File: src/rtl/xor_link_pkg.sv
// Shared constants and types for the serial XOR-cipher link.
package xor_link_pkg;

    localparam int MSG_SIZE_DEF = 64;
    localparam int KEY_SIZE_DEF = 8;

    typedef enum logic [1:0] {
        IDLE    = 2'd0,
        RECV    = 2'd1,
        DECRYPT = 2'd2
    } state_t;

    // Bit counters hold 0..n, so they need one bit more than clog2(n).
    function automatic int cnt_width(input int n);
        return $clog2(n) + 1;
    endfunction

endpackage

File: src/rtl/serial_shift_in.sv
// MSB-first serial-to-parallel shifter with a bit counter that clears on the last bit.
module serial_shift_in #(
    parameter int WIDTH = 8,
    parameter int CNT_W = $clog2(WIDTH) + 1
) (
    input  logic             clk,
    input  logic             rst,
    input  logic             shift_en,
    input  logic             serial_in,
    input  logic             clear,
    output logic [WIDTH-1:0] parallel_out,
    output logic [CNT_W-1:0] count,
    output logic             done
);

    assign done = shift_en && !clear && (count == CNT_W'(WIDTH - 1));

    // clear together with shift_en restarts the register with the incoming bit as bit 1.
    always_ff @(posedge clk or posedge rst) begin
        if (rst) begin
            parallel_out <= '0;
            count        <= '0;
        end else if (clear) begin
            if (shift_en) begin
                parallel_out <= {{(WIDTH-1){1'b0}}, serial_in};
                count        <= CNT_W'(1);
            end else begin
                parallel_out <= '0;
                count        <= '0;
            end
        end else if (shift_en) begin
            parallel_out <= {parallel_out[WIDTH-2:0], serial_in};
            count        <= done ? '0 : count + CNT_W'(1);
        end
    end

endmodule

File: src/rtl/xor_decrypt_receiver.sv
// Far-end receiver: serial key load, serial ciphertext capture, repeating-key XOR decrypt,
// plaintext presented under oValid/iAck.
module xor_decrypt_receiver
    import xor_link_pkg::*;
#(
    parameter int MSG_SIZE = MSG_SIZE_DEF,
    parameter int KEY_SIZE = KEY_SIZE_DEF
) (
    input  logic                          iClk,
    input  logic                          iRst,
    input  logic                          iEn,
    input  logic                          iKey_serial,
    input  logic                          iLoad_key,
    input  logic                          iSerial_in,
    input  logic                          iSerial_flag,
    input  logic                          iAck,
    output logic [MSG_SIZE-1:0]           oPlaintext,
    output logic                          oValid,
    output logic                          oKey_ready,
    output logic                          oBusy,
    output logic                          oFrame_error,
    output logic                          oOverrun,
    output state_t                        oState,
    output logic [cnt_width(MSG_SIZE)-1:0] oBit_count
);

    localparam int KCW = cnt_width(KEY_SIZE);
    localparam int MCW = cnt_width(MSG_SIZE);

    logic [KEY_SIZE-1:0] key_vec;
    logic [KCW-1:0]      key_cnt;
    logic                key_done;
    logic                key_shift;
    logic                key_ok;

    logic [MSG_SIZE-1:0] msg_vec;
    logic                msg_done;
    logic                msg_shift;
    logic                msg_clear;
    logic                drop_r;
    logic [MSG_SIZE-1:0] plain_next;

    assign key_shift = iEn && iLoad_key;
    // A frame is accepted only against a complete, stable key.
    assign key_ok    = oKey_ready && (key_cnt == '0) && !iLoad_key;

    serial_shift_in #(.WIDTH(KEY_SIZE), .CNT_W(KCW)) u_key (
        .clk          (iClk),
        .rst          (iRst),
        .shift_en     (key_shift),
        .serial_in    (iKey_serial),
        .clear        (1'b0),
        .parallel_out (key_vec),
        .count        (key_cnt),
        .done         (key_done)
    );

    serial_shift_in #(.WIDTH(MSG_SIZE), .CNT_W(MCW)) u_msg (
        .clk          (iClk),
        .rst          (iRst),
        .shift_en     (msg_shift),
        .serial_in    (iSerial_in),
        .clear        (msg_clear),
        .parallel_out (msg_vec),
        .count        (oBit_count),
        .done         (msg_done)
    );

    always_comb begin
        msg_shift = 1'b0;
        msg_clear = 1'b0;
        if (iEn) begin
            case (oState)
                IDLE: if (!drop_r && iSerial_flag && key_ok) begin
                    msg_clear = 1'b1;
                    msg_shift = 1'b1;
                end
                RECV: if (iSerial_flag) msg_shift = 1'b1;
                      else              msg_clear = 1'b1;
                default: ;
            endcase
        end
    end

    always_comb begin
        plain_next = '0;
        for (int i = 0; i < MSG_SIZE; i++)
            plain_next[i] = msg_vec[i] ^ key_vec[i % KEY_SIZE];
    end

    // oValid rises with oPlaintext and holds until a cycle with iAck=1; a DECRYPT write
    // in that same cycle replaces the frame and keeps oValid high.
    always_ff @(posedge iClk or posedge iRst) begin
        if (iRst) begin
            oState       <= IDLE;
            drop_r       <= 1'b0;
            oPlaintext   <= '0;
            oValid       <= 1'b0;
            oKey_ready   <= 1'b0;
            oBusy        <= 1'b0;
            oFrame_error <= 1'b0;
            oOverrun     <= 1'b0;
        end else if (iEn) begin
            oFrame_error <= 1'b0;
            if (iLoad_key) oKey_ready <= key_done;
            if (oValid && iAck) oValid <= 1'b0;
            case (oState)
                IDLE: begin
                    if (drop_r) begin
                        if (!iSerial_flag) drop_r <= 1'b0;
                    end else if (iSerial_flag) begin
                        if (key_ok) begin
                            oState <= RECV;
                            oBusy  <= 1'b1;
                        end else begin
                            oFrame_error <= 1'b1;
                            drop_r       <= 1'b1;
                        end
                    end
                end
                RECV: begin
                    if (!iSerial_flag) begin
                        oState       <= IDLE;
                        oBusy        <= 1'b0;
                        oFrame_error <= 1'b1;
                    end else if (msg_done) begin
                        oState <= DECRYPT;
                        oBusy  <= 1'b0;
                    end
                end
                DECRYPT: begin
                    if (!oValid || iAck) begin
                        oPlaintext <= plain_next;
                        oValid     <= 1'b1;
                    end else begin
                        oOverrun <= 1'b1;
                    end
                    oState <= IDLE;
                end
                default: oState <= IDLE;
            endcase
        end
    end

endmodule
File: config.mk
export PLATFORM = sky130hd
export DESIGN_NAME = xor_decrypt_receiver
export DESIGN_NICKNAME = d
export VERILOG_FILES = /design/src/rtl/xor_link_pkg.sv /design/src/rtl/serial_shift_in.sv /design/src/rtl/xor_decrypt_receiver.sv
export SDC_FILE = /design/constraint.sdc
export NUM_CORES = 1
export LEC_CHECK = 0
export CAP_MARGIN = 20
export CORE_UTILIZATION = 55
export CTS_CLUSTER_DIAMETER = 50
export DETAILED_ROUTE_END_ITERATION = 16
export GPL_TIMING_DRIVEN = 0
export PLACE_DENSITY = 0.8
export SYNTH_ARGS = -nofsm -noshare
export SYNTH_HDL_FRONTEND = slang
export SYNTH_SLANG_ARGS = --single-unit
export TNS_END_PERCENT = 10
File: constraint.sdc
create_clock -name iClk -period 6.7 [get_ports iClk]
set_input_delay 1.675 -clock iClk [delete_from_list [all_inputs] [get_ports iClk]]
set_output_delay 1.675 -clock iClk [all_outputs]
set_load 0.03 [all_outputs]
# [After elaboration in Yosys (flattened, before gate mapping)]
# Cells that the tools add are included.
[op_classes] reduce_logical=24 n_mux=35 eq_ne=8 n_addsub=2 n_bitwise=65
[ops] op="$mux W64" n=2
[ops] op="$xor A1 B1 Y1" n=64
[ops] op="$mux W7" n=3
[ops] op="$mux W1" n=19
[ops] op="$mux W2" n=5
[ops] op="$logic_and A1 B1 Y1" n=9
[ops] op="$pmux W1 S2" n=4
[ops] op="$add A7 B1 Y7 const B" n=1
[ops] op="$eq A7 B6 Y1 const B" n=1
[ops] op="$ne A2 B2 Y1 const B" n=3
[ops] op="$reduce_and A3 Y1" n=2
[ops] op="$reduce_and A6 Y1" n=1
[ops] op="$reduce_and A5 Y1" n=1
[ops] op="$add A4 B1 Y4 const B" n=1
[ops] op="$eq A4 B3 Y1 const B" n=1
[ops] op="$logic_not A1 Y1" n=4
[ops] op="$logic_not A4 Y1" n=1
[ops] op="$mux W4" n=1
[ops] op="$pmux W2 S2" n=1
[ops] op="$reduce_and A2 Y1" n=2
[ops] op="$reduce_bool A2 Y1" n=2
[ops] op="$ne A3 B2 Y1 const B" n=1
[ops] op="$eq A2 B1 Y1 const B" n=1
[ops] op="$eq A2 B2 Y1 const B" n=1
[ops] op="other kinds (3)" n=3
[totals] word_cells=146 register_bits=155 in_bits=8 output_inout_bits=78

# [Depth between registers and ports, before layout]
[logic_depth] depth_word=13 depth_mapped=8 mapped_depth_nobuf=6

# [By module]
# A second synthesis with hierarchy kept.
[hier_totals] hier_cells=548 area_unflattened_um2=6920.4
[by_module_without_submodules] mod="xor_decrypt_receiver" area_each_um2=3399.5 n_inst=1 seq_area_each_um2=1801.7 cells_each=251
[by_module_without_submodules] mod="serial_shift_in (u_msg)" area_each_um2=2939.1 n_inst=1 seq_area_each_um2=1776.7 cells_each=248
[by_module_without_submodules] mod="serial_shift_in (u_key)" area_each_um2=581.8 n_inst=1 seq_area_each_um2=300.3 cells_each=49

# [Worst setup path after synthesis]
# OpenSTA, ideal clock, no wires.
[synth_timing] path_kind="input port to flip-flop" from="in iEn" to="reg oPlaintext[0]" setup_time_ps=128 path_buffers=2 cell_stages=6 slack_ps=3625 arrival_ps=2947 t_required_ps=6572 cell_sequence="buf_2 > nor2b_1 > nand2_1 > a21oi_4 > buf_4 > mux2_1"
[synth_between] elab_chain_cells=1
[synth_lines] item="start: declaration" line_no="xor_decrypt_receiver.sv:11" text="input logic iEn,"
[synth_lines] item="$reduce_and A3 Y1 (no line)"
[synth_lines] item="end signal: assignment" line_no="xor_decrypt_receiver.sv:133" text="oPlaintext <= plain_next;"
[synth_lines] item="end: declaration" line_no="xor_decrypt_receiver.sv:17" text="output logic [MSG_SIZE-1:0] oPlaintext,"
# Every way passes these cells.
# A chain may end at the register's enable or synchronous reset.

# [Final worst setup path]
[layout_timing] from="in iEn" to="reg oPlaintext[29]"
# The elaborated chain is that of the path after synthesis.

==> metrics.txt <==
status finished, final reports clean; Core ar. about 0.011 mm^2; Yosys top cell by area dfrtp_1; period utilisation layout 52.3%; port bufs 85; Filler Cells Inserted 786; IO Pins 86; final core utilization 71.2%; Post CTS Setup Buffer Count 0; crit path DAT 3.80 ns; wire per inst 19.4 um; Tot Pwr approximately 0.0025 W; cts bufs inserted 17; asr flop ratio synth 100%; fraction of layout cells with a size suffix above 1 10.4%; final number of hold-violating endpoints 0; TritonCTS clock tree yes; number of vias per cell 5.72; worst path required time between 6 and 7 ns; syn_nets about 480; Non-Filler Instances 727; YS warnings 0; Yosys reg bits about 160; pwr dens 302 mW/mm^2; Inst Count DP 696; DRT iter0 DRCs approximately 300; critical path cell sequence clkdlybuf4s50_1, buf_2, nor2b_1, nand2_1, a21oi_4, buf_4, mux2_1; Layout Area Growth over Synthesis 25.6%; initial antenna violation count 0; Worst-path clk slew roughly 0.060 ns; crit path max-delay cell type clkdlybuf4s50_1; Setup TNS Final 0 ns; maximum number of pins on one net before global-route repair slightly above 80; cells resized by post-CTS repair 0; slew margin rel. between 30% and 40%; total track usage 24.7%; first-pass GRT wire length 23.1 mm; top-area cell type share of the netlist area roughly three fifths; # setup viols final 0; gpl congestion roughly 0.80; row count 39; TritonRoute pass-1 iters 4; Pins Over Slew Limit 0; CTS root buf clkbuf_16; antenna violation net count after detailed routing 0; Final #Nets 583; number of global-route vias before repair roughly 4.4k; die area 0.0123 mm^2; H-tree depth 4; DR vias between 4k and 5k; final wirelength 14.1 mm; critical path fanouts, max 10; Post-Route Skew around 0.005 ns; Cell variety after synth 44; slowest stage delay, CP 0.47 ns; main flop type after synthesis dfrtp_1; crit path kind input port to flop; CP Capture Type flop; Tmin final 3.50 ns; Avg Cell Area, Syn 13.9 um^2; gr ovfl total 0; dpl hpwl 9.17 mm; Remaining DRCs 0; cts hold-fix bufs 0; Worst VDD drop ~150 uV; Starting Density between 50 and 60%; measured slew at the worst slew-check pin 0.916 ns; clk sinks 155; FF/Latch Area 0.00388 mm^2; area of the multi-input gates 0.00242 mm^2; Vert. Die Dim around 110 um; worst-skew pair later-pin latency roughly 0.42 ns; RSZ-0062 raised after global routing false; Lkg Pwr between 4 and 5 nW; hold_ws 0.483 ns; synthesized area ~0.0065 mm^2; Fmax achieved 285 MHz; startpoint types input port; die width 111 um; Post-synth EDFFs 0; Area contributors post-synth dfrtp_1 (60%), mux2_1 (11%), xor2_1 (8.8%); Synth Instances 467; Seq/Total Area, Yosys 59.6%; HP Class flop to flop; CTS max path bufs 2; MaxCap Viol Count 0; diodes inserted 0
-- kinds of logic after synthesis --
kind of cell	Yosys count	share of synthesized area, %
buffers and inverters	39	3.17
and+or+nand+nor	37	3.14
muxes	74	12.8
adders and majority gates	3	0.577
DFF	155	59.6
xor gates and xnor gates	66	8.89
AOI/OAI and AO/OA	93	11.8
-- sequential cells by signal (all words and copies together), names as in the netlist --
signal	flops
u_msg.parallel_out	64
oKey_ready	1
u_key.parallel_out	8
oFrame_error	1
u_msg.count	7
u_key.count	4
oBusy	1
oOverrun	1
oState	2
oValid	1
oPlaintext	64
drop_r	1
-- cell usage in the layout (no fill, tap or decap), types with 3 or more instances in the layout --
cell	instances
buf_1	8
mux2_1	64
nand2_1	12
inv_1	6
clkbuf_8	4
a22o_1	64
nor3_1	3
buf_6	3
xor2_1	65
a21oi_1	6
buf_2	6
dfrtp_1	155
clkdlybuf4s50_1	85
mux2_2	9
buf_4	8
bufinv_16	3
clkbuf_1	9
nand3_1	5
nor2_1	4
o21ai_0	6
ha_1	3
clkinv_2	5
clkbuf_16	17
-- synth_stat cells, types with 4 or more instances --
master,instances
nand2_1,12
mux2_2,9
a21oi_1,6
nand3_1,5
inv_1,7
buf_2,6
buf_4,8
a22o_1,64
nor2_1,4
buf_1,8
mux2_1,64
xor2_1,65
clkbuf_1,7
o21ai_0,6
dfrtp_1,155
-- layout make-up --
cell class / instances / share of cell area, %
plain buffers: 32 / 2.21
clock buffers: 23 / 5.97
clock inverters: 8 / 1.41
inverters: 7 / 0.383
multi-input cells: 273 / 29.6
flip-flops and latches: 155 / 47.5
well taps: 143 / 2.19
repair buffers: 86 / 10.8
-- worst max-delay path, delay by kind of cell --
kind | cells | cell delay, ns
compound gates | 1 | 0.39
buf+inv | 3 | 0.97
mux | 1 | 0.35
simple gates | 2 | 0.40
-- layer usage --
metal | vias to the layer above | global-route usage [%] | part of all wire, %
met4 | 0 | 10.3 | 1.3
met5 | - | 0 | 0
met3 | 17 | 5.85 | 5.7
li1 | 1877 | - | -
met2 | 129 | 39.4 | 51
met1 | 2133 | 32.6 | 42
-- stage by stage --
step                      worst slack (ns)  instance area (um^2)
final                                 3.20                  8170
after global routing                  3.09                  8170
after CTS                             3.20                  8170
after detailed placement              2.78                  7570
after global placement              -0.906                  7530
after floorplan                      0.847                  6500
-- final timing paths --
kind                                               to  slack [ns]  cells past startpoint            from
worst max-delay path                   oPlaintext[29]        3.20                      7             iEn
min in group asynchronous               oPlaintext[0]        1.75                      2            iRst
max in group asynchronous               oPlaintext[8]        4.14                      3            iRst
worst max register to register  u_msg.parallel_out[1]        4.56                      7       oState[0]
worst min register to register         oPlaintext[14]        0.48                      1  oPlaintext[14]
worst min-delay path                   oPlaintext[14]        0.48                      1  oPlaintext[14]
-- power by group --
part / internal (W) / switching, W / total, W
clock network: 0.000620 / 0.000361 / 0.000981
registers: 0.000990 / 0.0000447 / 0.00103
logic: 0.000160 / 0.000291 / 0.000451
Power figures use the tool's default switching activity.
